==> config.mk <==
export PLATFORM = sky130hd
export DESIGN_NAME = instr_fetch
export DESIGN_NICKNAME = d
export VERILOG_FILES = /design/src/rtl/instr_fetch_pkg.sv /design/src/rtl/fetch_queue.sv /design/src/rtl/instr_fetch.sv
export SDC_FILE = /design/constraint.sdc
export NUM_CORES = 1
export LEC_CHECK = 0
export CORE_MARGIN = 2
export CORE_UTILIZATION = 40
export CTS_CLUSTER_DIAMETER = 40
export DETAILED_ROUTE_END_ITERATION = 6
export DONT_BUFFER_PORTS = 1
export PLACE_DENSITY_LB_ADDON = 0.15
export SLEW_MARGIN = 20
export SYNTH_ARGS = -nofsm -noshare
export SYNTH_HDL_FRONTEND = slang
export SYNTH_HIERARCHICAL = 1
export SYNTH_SLANG_ARGS = --single-unit
==> constraint.sdc <==
create_clock -name clk -period 3.89 [get_ports clk]
set_input_delay 0.9725 -clock clk [delete_from_list [all_inputs] [get_ports clk]]
set_output_delay 0.9725 -clock clk [all_outputs]
set_load 0.01 [all_outputs]
==> src/rtl/instr_fetch_pkg.sv <==
// Shared types and constants for the instruction fetch unit.
// Holds the queue-entry layout and the PC increment helper.
package instr_fetch_pkg;

    localparam int XLEN        = 32;
    localparam int INSTR_BYTES = 4;

    typedef struct packed {
        logic [XLEN-1:0] instr;
        logic [XLEN-1:0] pc;
    } fetch_entry_t;

    function automatic logic [XLEN-1:0] pc_inc(input logic [XLEN-1:0] pc);
        return pc + XLEN'(INSTR_BYTES);
    endfunction

endpackage

==> src/rtl/fetch_queue.sv <==
// Synchronous FIFO buffering fetched {instr, pc} entries for the datapath.
// Flush empties it in one cycle; the head is read straight from storage.
module fetch_queue
    import instr_fetch_pkg::*;
#(
    parameter  int DEPTH = 4,
    localparam int CW    = $clog2(DEPTH) + 1
) (
    input  logic          clk,
    input  logic          rst,
    input  logic          flush,
    input  logic          push,
    input  fetch_entry_t  push_data,
    input  logic          pop,
    output fetch_entry_t  head,
    output logic          full,
    output logic          empty,
    output logic [CW-1:0] count
);

    localparam int AW = $clog2(DEPTH);

    fetch_entry_t  entries_q [DEPTH];
    logic [AW-1:0] wr_ptr_q, wr_ptr_d;
    logic [AW-1:0] rd_ptr_q, rd_ptr_d;
    logic [CW-1:0] count_q, count_d;
    logic          do_push;
    logic          do_pop;

    assign full    = (count_q == CW'(DEPTH));
    assign empty   = (count_q == '0);
    assign count   = count_q;
    assign head    = entries_q[rd_ptr_q];
    assign do_push = push && !full && !flush;
    assign do_pop  = pop && !empty && !flush;

    always_comb begin
        wr_ptr_d = wr_ptr_q;
        rd_ptr_d = rd_ptr_q;
        count_d  = count_q;
        if (flush) begin
            wr_ptr_d = '0;
            rd_ptr_d = '0;
            count_d  = '0;
        end else begin
            if (do_push) begin
                wr_ptr_d = wr_ptr_q + AW'(1'b1);
            end else begin
                wr_ptr_d = wr_ptr_q;
            end
            if (do_pop) begin
                rd_ptr_d = rd_ptr_q + AW'(1'b1);
            end else begin
                rd_ptr_d = rd_ptr_q;
            end
            case ({do_push, do_pop})
                2'b10:   count_d = count_q + CW'(1'b1);
                2'b01:   count_d = count_q - CW'(1'b1);
                default: count_d = count_q;
            endcase
        end
    end

    always_ff @(posedge clk) begin
        if (rst) begin
            wr_ptr_q <= '0;
            rd_ptr_q <= '0;
            count_q  <= '0;
        end else begin
            wr_ptr_q <= wr_ptr_d;
            rd_ptr_q <= rd_ptr_d;
            count_q  <= count_d;
        end
    end

    // Payload storage carries no reset; validity is tracked by count_q.
    always_ff @(posedge clk) begin
        if (do_push) begin
            entries_q[wr_ptr_q] <= push_data;
        end
    end

endmodule

==> src/rtl/instr_fetch.sv <==
// Instruction fetch unit: issues in-order word requests, buffers responses in
// fetch_queue, and discards responses belonging to a path abandoned by redirect.
module instr_fetch
    import instr_fetch_pkg::*;
#(
    parameter int          DEPTH    = 4,
    parameter logic [31:0] RESET_PC = 32'h0000_0000
) (
    input  logic        clk,
    input  logic        rst,
    output logic        imem_req,
    output logic [31:0] imem_addr,
    input  logic        imem_gnt,
    input  logic        imem_rvalid,
    input  logic [31:0] imem_rdata,
    output logic        instr_valid,
    input  logic        instr_ready,
    output logic [31:0] instr_code,
    output logic [31:0] instr_pc,
    input  logic        redirect,
    input  logic [31:0] redirect_pc
);

    localparam int CW = $clog2(DEPTH) + 1;

    logic [XLEN-1:0] fetch_pc_q, fetch_pc_d;
    logic [XLEN-1:0] resp_pc_q, resp_pc_d;
    logic [CW-1:0]   outstanding_q, outstanding_d;
    logic [CW-1:0]   discard_q, discard_d;
    logic [CW-1:0]   occupancy;
    logic [CW+1:0]   inflight_sum;
    logic            grant, rsp_any, rsp_push, rsp_drop, pop;
    logic            q_full, q_empty;
    fetch_entry_t    q_head, q_push_data;

    // Discarded responses still occupy a slot until they return, so they count against DEPTH.
    assign inflight_sum = {2'b00, outstanding_q} + {2'b00, discard_q} + {2'b00, occupancy};
    assign imem_req     = !rst && !redirect && (inflight_sum < (CW+2)'(DEPTH));
    assign imem_addr    = fetch_pc_q;
    assign grant        = imem_req && imem_gnt;
    assign rsp_any      = imem_rvalid && ((discard_q != '0) || (outstanding_q != '0));
    assign rsp_drop     = imem_rvalid && (discard_q != '0);
    assign rsp_push     = imem_rvalid && (discard_q == '0) && (outstanding_q != '0)
                          && !redirect && !rst && !q_full;
    assign instr_valid  = !rst && !q_empty;
    assign pop          = instr_valid && instr_ready;
    assign q_push_data  = '{instr: imem_rdata, pc: resp_pc_q};

    always_comb begin
        if (q_empty) begin
            instr_code = 32'h0000_0000;
            instr_pc   = RESET_PC;
        end else begin
            instr_code = q_head.instr;
            instr_pc   = q_head.pc;
        end
    end

    always_comb begin
        fetch_pc_d    = fetch_pc_q;
        resp_pc_d     = resp_pc_q;
        outstanding_d = outstanding_q;
        discard_d     = discard_q;
        if (redirect) begin
            fetch_pc_d    = redirect_pc;
            resp_pc_d     = redirect_pc;
            outstanding_d = '0;
            // Everything still in flight, old path or older, is dropped on return.
            discard_d     = discard_q + outstanding_q - CW'(rsp_any);
        end else begin
            if (grant) begin
                fetch_pc_d = pc_inc(fetch_pc_q);
            end else begin
                fetch_pc_d = fetch_pc_q;
            end
            if (rsp_push) begin
                resp_pc_d = pc_inc(resp_pc_q);
            end else begin
                resp_pc_d = resp_pc_q;
            end
            case ({grant, rsp_push})
                2'b10:   outstanding_d = outstanding_q + CW'(1'b1);
                2'b01:   outstanding_d = outstanding_q - CW'(1'b1);
                default: outstanding_d = outstanding_q;
            endcase
            if (rsp_drop) begin
                discard_d = discard_q - CW'(1'b1);
            end else begin
                discard_d = discard_q;
            end
        end
    end

    always_ff @(posedge clk) begin
        if (rst) begin
            fetch_pc_q    <= RESET_PC;
            resp_pc_q     <= RESET_PC;
            outstanding_q <= '0;
            discard_q     <= '0;
        end else begin
            fetch_pc_q    <= fetch_pc_d;
            resp_pc_q     <= resp_pc_d;
            outstanding_q <= outstanding_d;
            discard_q     <= discard_d;
        end
    end

    fetch_queue #(.DEPTH(DEPTH)) u_queue (
        .clk       (clk),
        .rst       (rst),
        .flush     (redirect),
        .push      (rsp_push),
        .push_data (q_push_data),
        .pop       (pop),
        .head      (q_head),
        .full      (q_full),
        .empty     (q_empty),
        .count     (occupancy)
    );

endmodule
==> impl.org, run 1 <==
** Floorplan
- Starting density of the core :: 40.6%
- The die is 194 um wide.
- Floorplan Core Area :: 35500 um^2
- Die height :: 194 um
- 168 I/O pins were placed.
- The floorplan has 69 rows.
- Area of the die :: 37600 um^2

** GRT
- Total global-route track usage :: 17.7%
- Pin count of the biggest net entering global routing :: 67
- Total congestion overflow :: 0
- The number of antenna violations at the first check in global routing came to 0.
- The first global-routing pass estimated 51.5 mm of wire.
- Vias in the first global route :: 8702

** Timing
- Unrepaired setup endpoints after global routing :: true
- For the pin with the worst max-slew slack, the measured transition is 1050 ps.
- Timing would allow up to 271 MHz.
- The count of endpoints failing hold in the final timing report is 0.
- Final critical-path share of the clock period :: 94.9%
- Setup slack closes at 199 ps.
- In this run the tightest slew margin relative to its limit is 29.7%.
- The clock arrives with 12.0 ps of skew.
- Setup violations remaining at the end of the flow were counted as 0.
- The max-slew violation total from the final report came to 0.
- Min cycle time layout :: 3690 ps

** Power and ir drop
- For this design the static power due to leakage is 5.34 nW.
- Dividing total power by cell area gives a power density of 522 nW/um^2.
- Largest voltage drop on the vdd net :: 0.377 mV
- The completed layout was analyzed and its total power is 8.77 mW.

** Clock tree
- Hold bufs inserted after CTS :: 0
- No sink is reached through more buffers than the 3 on the longest clock path.
- Clock Pin Slew Worst Setup and Hold Paths :: 50 ps
- TritonCTS built the clock tree.
- Root cell of the clock tree :: clkbuf_16
- Inserted Clock Buffers :: 49
- The clock reaches the later pin of the worst-skew pair after 550 ps.
- TritonCTS sink count :: 335
- Count of H-tree levels built during CTS :: 2

** Synth
- Flip-flop cell with the highest count after synthesis :: edfxtp_1
- Counting every net in the synthesized netlist gives 1085.
- Cell with the most instances after synthesis :: edfxtp_1
- Yosys printed 6 warnings.
- By count the netlist is led by 256 x edfxtp_1, 79 x dfxtp_1, 69 x nand2_1, 67 x nor2b_1, 64 x mux4_2.
- Yosys mapped a number of flops with a built-in enable equal to 256.
- Cell Area, Synth :: 14400 um^2
- The synthesized design spends more area on one cell type than any other, namely edfxtp_1.
- After synthesis, the mean cell area works out to 14.5 um^2.
- Yosys mapped the design onto 72 distinct sky130hd cell types.
- Sorting the synthesized cells by area gives the leading types as edfxtp_1 53%, dfxtp_1 11%, mux4_2 10%, nor2b_1 2.9%, nand2_1 1.8%.
- The synthesized design devotes to its leading area cell type 53.4% of total area.
- Synthesis produced a netlist whose cell count is 993.
- The synthesized design contains 335 register bits.
- Sequential elements use 64.3% of the synthesized area.
- Async S/R FF share, synth :: 0%

** Placement
- Number of cells after detailed placement :: 1433
- Detail Placement HPWL :: 21.2 mm
- Final GP Congestion :: 0.830
- Prior to clock tree synthesis, the placed netlist has a worst setup slack of 264 ps.
- Input/output buffers :: 0
- Area after detailed placement :: 15100 um^2

** Layout
- Layout Nets :: 1116
- The count of cells in the finished layout, fillers not included, comes to 1525.
- Final antenna diode count :: 0
- The post-route netlist has 20.5% of its cells at a drive strength greater than 1.
- The area growth from synthesis to layout is 16.5%.
- Finished layout cell area :: 16800 um^2

** Drt
- Via count :: 8588
- The final layout contains routed wiring with a total length of 33.2 mm.
- Violation count after the first detailed-route iteration :: 502
- The detail route stage leaves a number of antenna-violating nets equal to 0.
- In the final routed layout, each cell accounts on average for 21.8 um.
- In the routed design, unresolved DRC markers number 0.
- Before antenna repair, the detailed router went through 5 iterations.
- Number of vias per cell :: 5.63

** Min path
- In this run the worst hold path is classified as in -> reg.
- Number of cells on the worst hold path :: 1

** Critical path
- STA classifies the critical path endpoint as a flip-flop.
- STA puts the critical path data required time at 4360 ps.
- Data arrival, critical path :: 4160 ps
- Walking the worst path, the cells encountered are inv_1 -> fa_1 -> nor2_1 -> fa_2 -> or4b_4 -> o21bai_4 -> nor2_1 -> inv_2 -> ha_1 -> inv_1 -> fa_1 -> xor2_1 -> or3_1 -> a21oi_1.
- Across all register-to-register paths, the minimum setup slack is 200 ps.
- On the worst path, the slowest cell contributes a delay of 530 ps.
- Of all nets on the critical path, the largest fanout is 7.
- CP max stage cell :: fa_1
- The number of cells on the worst reg-to-reg path is 14.
- CP Launch Type :: flip-flop
- Kind of critical path :: reg -> reg

** Run status
- Outcome :: completed

** Flow run
- Across the run, the number of max-cap violations was 0.
-- where the power goes --
group,internal [mW],leakage [nW],switching (mW)
Clock,2.75,0.790,1.68
Combinational,0.150,1.58,0.179
Sequential,3.90,2.98,0.100
-- stage by stage --
step                hold slack, ps  TNS [ps]  util [%]
floorplan                      459         0         -
global placement               463         0      42.4
detailed placement             480         0      42.4
CTS                            460         0      47.2
global route                   479     -54.9      47.3
finish                         497         0      47.3
-- per-layer routing --
layer | track usage [%] | wire (um) | up-vias
met5 | 0 | 0 | -
met4 | 4.47 | 573 | 0
met3 | 5.44 | 2620 | 57
met2 | 28.2 | 15500 | 266
met1 | 23.5 | 14500 | 4341
li1 | - | - | 3924
-- worst max-delay path, delay by kind of cell (launching register included) --
family / cells / cell delay [ps]
adders and majority gates: 4 / 1410
buffers and inverters: 3 / 310
and+or+nand+nor: 4 / 1130
AOI/OAI and AO/OA: 2 / 350
xor gates and xnor gates: 1 / 70
DFF: 1 / 350
-- state kept, by name (all words and copies together), names as in the netlist, named ones only --
register	count
u_queue/count	3
discard_q	3
outstanding_q	3
u_queue/wr_ptr_q	2
resp_pc_q	32
imem_addr	32
u_queue/rd_ptr_q	2
u_queue/entries_q	256
-- final cells by class --
| class | count | area [um^2] |
|---|---|---|
| Fill cell | 3118 | 18700 |
| Sequential cell | 335 | 9280 |
| Multi-Input combinational cell | 573 | 4790 |
| Clock buffer | 52 | 1240 |
| Tap cell | 461 | 577 |
| Clock inverter | 39 | 445 |
| Timing Repair Buffer | 28 | 310 |
| Inverter | 37 | 139 |
-- worst paths after layout --
| kind | endpoint | startpoint |
|---|---|---|
| max | outstanding_q[2]$_SDFFE_PP0P_ | outstanding_q[1]$_SDFFE_PP0P_ |
| min | imem_addr[7]$_SDFFE_PP0P_ | rst |
| max reg2reg | outstanding_q[2]$_SDFFE_PP0P_ | outstanding_q[1]$_SDFFE_PP0P_ |
| min reg2reg | u_queue/rd_ptr_q[0]$_SDFFE_PP0P_ | u_queue/rd_ptr_q[0]$_SDFFE_PP0P_ |
-- placed cells by master, fill, tap and decap left out, drive strengths merged, types with 4 or more instances in the layout --
master and n:
o31ai 5, o211ai 11, xnor2 7, a211oi 10, clkbuf 52, mux2i 7
xor2 13, nor3b 4, clkinvlp 11, buf 28, or3 16, nor2b 67
nand2 69, nand4 29, inv 41, nand3 34, nor4 8, ha 16
a31oi 26, a311oi 4, dfxtp 79, mux4 64, or2 4, bufinv 6
fa 6, mux2 4, and3 17, nor3 11, o21ai 11, edfxtp 256
nor2 37, a311o 5, and2 10, a21oi 33, clkinv 18, nand3b 5
-- kinds of logic (layout without fill, tap and decap cells) --
kind of cell,count (synthesis),in the layout,synth area share (%)
simple gates,328,328,12.6
fa+ha+maj,22,22,2.22
flops,335,335,64.3
compound gates,128,128,6.10
buf+inv,85,156,2.75
mux,75,75,10.8
xor+xnor,20,20,1.22
-- timing repair --
| item | CTS | global route |
|---|---|---|
| buffers inserted | 0 | 1 |
| gates resized for setup | 2 | 6 |
| setup endpoints to repair | 1 | 2 |
Note: power is estimated with default switching activity, not from simulation.
==> run 2, diff against run 1 <==
--- a/config.mk
+++ b/config.mk
@@ -5,6 +5,7 @@
 export SDC_FILE = /design/constraint.sdc
 export NUM_CORES = 1
 export LEC_CHECK = 0
+export CAP_MARGIN = 5
 export CORE_MARGIN = 2
 export CORE_UTILIZATION = 40
 export CTS_CLUSTER_DIAMETER = 40
==> results of run 2 <==
Final layout, timing and power as in run 1 (identical DEF).
==> run 3, diff against run 2 <==
--- a/config.mk
+++ b/config.mk
@@ -6,12 +6,13 @@
 export NUM_CORES = 1
 export LEC_CHECK = 0
 export CAP_MARGIN = 5
+export CORE_ASPECT_RATIO = 1.5
 export CORE_MARGIN = 2
 export CORE_UTILIZATION = 40
 export CTS_CLUSTER_DIAMETER = 40
 export DETAILED_ROUTE_END_ITERATION = 6
 export DONT_BUFFER_PORTS = 1
-export PLACE_DENSITY_LB_ADDON = 0.15
+export PLACE_DENSITY_LB_ADDON = 0.3
 export SLEW_MARGIN = 20
 export SYNTH_ARGS = -nofsm -noshare
 export SYNTH_HDL_FRONTEND = slang
==> run 3 against run 2 <==
Compared with the run above: fmax increased by 0.32%; clock power fell by 21%; largest cell class unchanged; largest power group is now registers; routed wire length fell by 4.9%; clock skew grew 12 ps; cell count down 0.85%; highest routed layer unchanged; global-route usage shrank 0.85 points; total power shrank 11%; critical path depth down 6; worst setup slack better by 12 ps; cell area fell by 2.8%.
==> impl.org, run 3 (synthesis results as in run 1) <==
** Run status
- The flow ran to the end, and the final reports show no timing, DRC or antenna violations.

** Critical path
- The worst register-to-register path ends at outstanding_q[2]$_SDFFE_PP0P_.
- CP cell instances :: inv_1 -> fa_2 -> nor2_1 -> fa_2 -> nor2b_4 -> nor2_1 -> nor4_2 -> buf_4
- The biggest fanout along the worst timing path came to 3 (-4).
- The required time of the worst setup path is 2920 ps (-1440 ps).
- Worst setup EP type :: output pin
- R2R Setup Slk :: 340 ps (+140 ps)
- Worst r2r path cells :: 14 (unchanged)
- The delay of the slowest critical-path stage was 620 ps (+90 ps).
- The largest individual stage delay along the critical path comes from the cell fa_2.
- The data arrival at the endpoint of the critical path is 2710 ps (-1450 ps).
- Source of the worst register-to-register timing path :: outstanding_q[1]$_SDFFE_PP0P_
- Crit-path leading delay family :: adder cells
- STA classifies the critical path startpoint as a flip-flop.
- The total buffers and inverters traversed by the critical path came to 2 (-1).
- Kind of critical path :: reg -> out

** Timing
- Worst relative slew slack :: 34.3% (+4.6 points)
- Unrepaired setup endpoints after global routing :: false
- The setup total negative slack came to 0 ps (unchanged).
- The max-slew violation total from the final report was 0 (unchanged).
- The setup-violating endpoint count in the final report is 0 (unchanged).
- Final clock skew :: 24.0 ps (+12.0 ps)
- Worst hold slack :: 492 ps (-5.38 ps)
- Hold violation total from the final report :: 0 (unchanged)
- Min cycle time layout :: 3680 ps (-11.6 ps)
- The actual transition at the worst max-transition pin is 981 ps (-69.4 ps).
- The maximum clock rate is 272 MHz (+0.32%).
- The part of the cycle the worst path needs was 94.6% (-0.30 points).

** Min path
- Worst hold start :: u_queue/rd_ptr_q[1]$_SDFFE_PP0P_
- In this run the worst hold path is classified as reg -> reg.
- The hold-critical path depth came to 2 (+1).

** Power and ir drop
- LEAKAGE :: 5.14 nW (-3.8%)
- The maximum vdd ir drop was 0.338 mV (-11%).
- The power per cell area came to 481 nW/um^2 (-8.0%).

** Floorplan
- The y dimension of the die came to 236 um (+22%).
- The floorplan die area is 37600 um^2 (about the same).
- Starting density of the core :: 40.3% (-0.29 points)
- Width of the die :: 159 um (-18%)
- Number of primary I/O pins :: 168 (unchanged)
- FP Rows :: 85 (+23%)
- The area of the core was 35700 um^2 (+0.71%).

** Clock tree
- The maximum level of the CTS H-tree was 2 (unchanged).
- In this run the clock root is driven by a clkbuf_16.
- Longest Clk Path Bufs :: 3 (unchanged)
- Clock Pin Slew Worst Setup and Hold Paths :: 60 ps (about the same)
- TritonCTS built the clock tree.
- Inserted Clock Buffers :: 37 (-24%)
- The total number of clock tree sinks was 335 (unchanged).
- The insertion delay of the later-clocked pin in the worst-skew pair was 530 ps (-20 ps).

** GRT
- Number of antenna violations at the first check in global routing :: 0 (unchanged)
- The total track usage came to 16.8% (-0.85 points).
- Total congestion overflow :: 0 (unchanged)
- Pin count of the biggest net entering global routing :: 65 (-3.0%)
- The number of global-route vias before repair is 8649 (-0.61%).
- The wire length of the first global-routing pass came to 49.1 mm (-4.6%).

** Drt
- Routed wire per std cell :: 20.9 um (-4.1%)
- Via count :: 8464 (-1.4%)
- The number of vias per cell was 5.60 (-0.60%).
- Aggregate routed wire length :: 31.5 mm (-4.9%)
- The number of detailed-route iterations in the first pass came to 5 (unchanged).
- Violation count after the first detailed-route iteration :: 473 (-5.8%)
- Detailed-route DRC error count :: 0 (unchanged)
- The number of nets with antenna violations after detailed routing is 0 (unchanged).

** Placement
- Final GP Congestion :: 0.856 (+3.2%)
- Input/output buffers :: 0 (unchanged)
- The HPWL after detailed placement was 20.0 mm (-5.5%).

** Layout
- Layout Nets :: 1100 (-1.4%)
- Flip-flop count of the largest register, all copies and words added :: 256 (unchanged)
- Synthesis-to-finish area growth :: 13.2%
- Area used by sequential logic in the layout :: 9280 um^2 (about the same)
- Area of combinational cells with multiple inputs :: 4780 um^2 (-0.26%)
- Most frequent cells in the layout :: 256 x edfxtp_1, 76 x dfxtp_1, 69 x nand2_1
- The antenna diode instance count was 0 (unchanged).
- The register with the most flip-flops in the final layout is u_queue/entries_q.
- Commonest non-fill, non-tap cell in the layout :: edfxtp_1
- Number of fillers in the final layout :: 3192 (+2.4%)
- Utilization after layout :: 45.6% (-1.6 points)
- Share of post-route cells with drive strength above 1 :: 18.2% (-2.3 points)

** Flow run
- Count of maximum capacitance violations :: 0 (unchanged)
-- run 3: cell count changes in the layout (fill, tap and decap cells not counted), moves of 4 or more --
cell,delta
clkbuf_16,-11
clkinv_4,-8
clkinvlp_4,-8
and3_2,+4
and3_4,-4
buf_4,-4
-- run 3: cell type report --
type                            instances  area share, %
Multi-Input combinational cell        573           29.3
Clock buffer                           44           6.15
Clock inverter                         21           1.44
Sequential cell                       335           56.9
Tap cell                              478           3.67
Inverter                               37          0.851
Timing Repair Buffer                   24           1.72
-- run 3: power by group --
part           total [mW]  internal (mW)  switching (mW)
sequential           3.99           3.90          0.0954
clock                3.51           2.08            1.43
combinational       0.335          0.152           0.183
-- run 3: worst min-delay path, delay by kind of cell (launching register included) --
family	cells	cell delay, ps
flops	1	310
compound gates	2	140
-- run 3: per-layer routing --
metal	share of wire (%)	vias to the layer above	routed length, um	track usage (%)
li1	-	3868	-	-
met1	39	4284	12300	19.6
met2	51	250	16200	29.7
met3	6.2	62	1960	4.10
met4	3.6	0	1140	6.94
met5	0	-	0	0
-- run 3: how the worst max path moves through the flow --
| stage | from | end | slack, ps | depth (start not counted) |
|---|---|---|---|---|
| 2_1_floorplan | redirect | u_queue/entries_q[0][0]$_DFFE_PP_ | 30 | 7 |
| 3_3_place_gp | outstanding_q[1]$_SDFFE_PP0P_ | outstanding_q[2]$_SDFFE_PP0P_ | 330 | 14 |
| 3_5_place_dp | outstanding_q[1]$_SDFFE_PP0P_ | outstanding_q[2]$_SDFFE_PP0P_ | 320 | 14 |
| 4_1_cts | outstanding_q[1]$_SDFFE_PP0P_ | imem_req | 50 | 8 |
| 5_1_grt | outstanding_q[1]$_SDFFE_PP0P_ | imem_req | 30 | 8 |
| 6_report | outstanding_q[1]$_SDFFE_PP0P_ | imem_req | 210 | 8 |
-- run 3: timing repair --
action	CTS	global route
hold buffers	0	0
buffers inserted	0	1
setup endpoints to repair	1	1
gates resized for setup	2	6
-- run 3: per-stage QoR --
step / instance area (um^2) / setup slack [ps] / std cells / power, mW
2_1_floorplan: 14400 / 31.7 / 993 / 4.31
5_1_grt: 16300 / 26.3 / 1512 / 8.12
3_3_place_gp: 15000 / 335 / 1446 / 4.40
3_5_place_dp: 15000 / 318 / 1446 / 4.41
4_1_cts: 16300 / 49.9 / 1511 / 7.93
6_report: 16300 / 210 / 1512 / 7.84
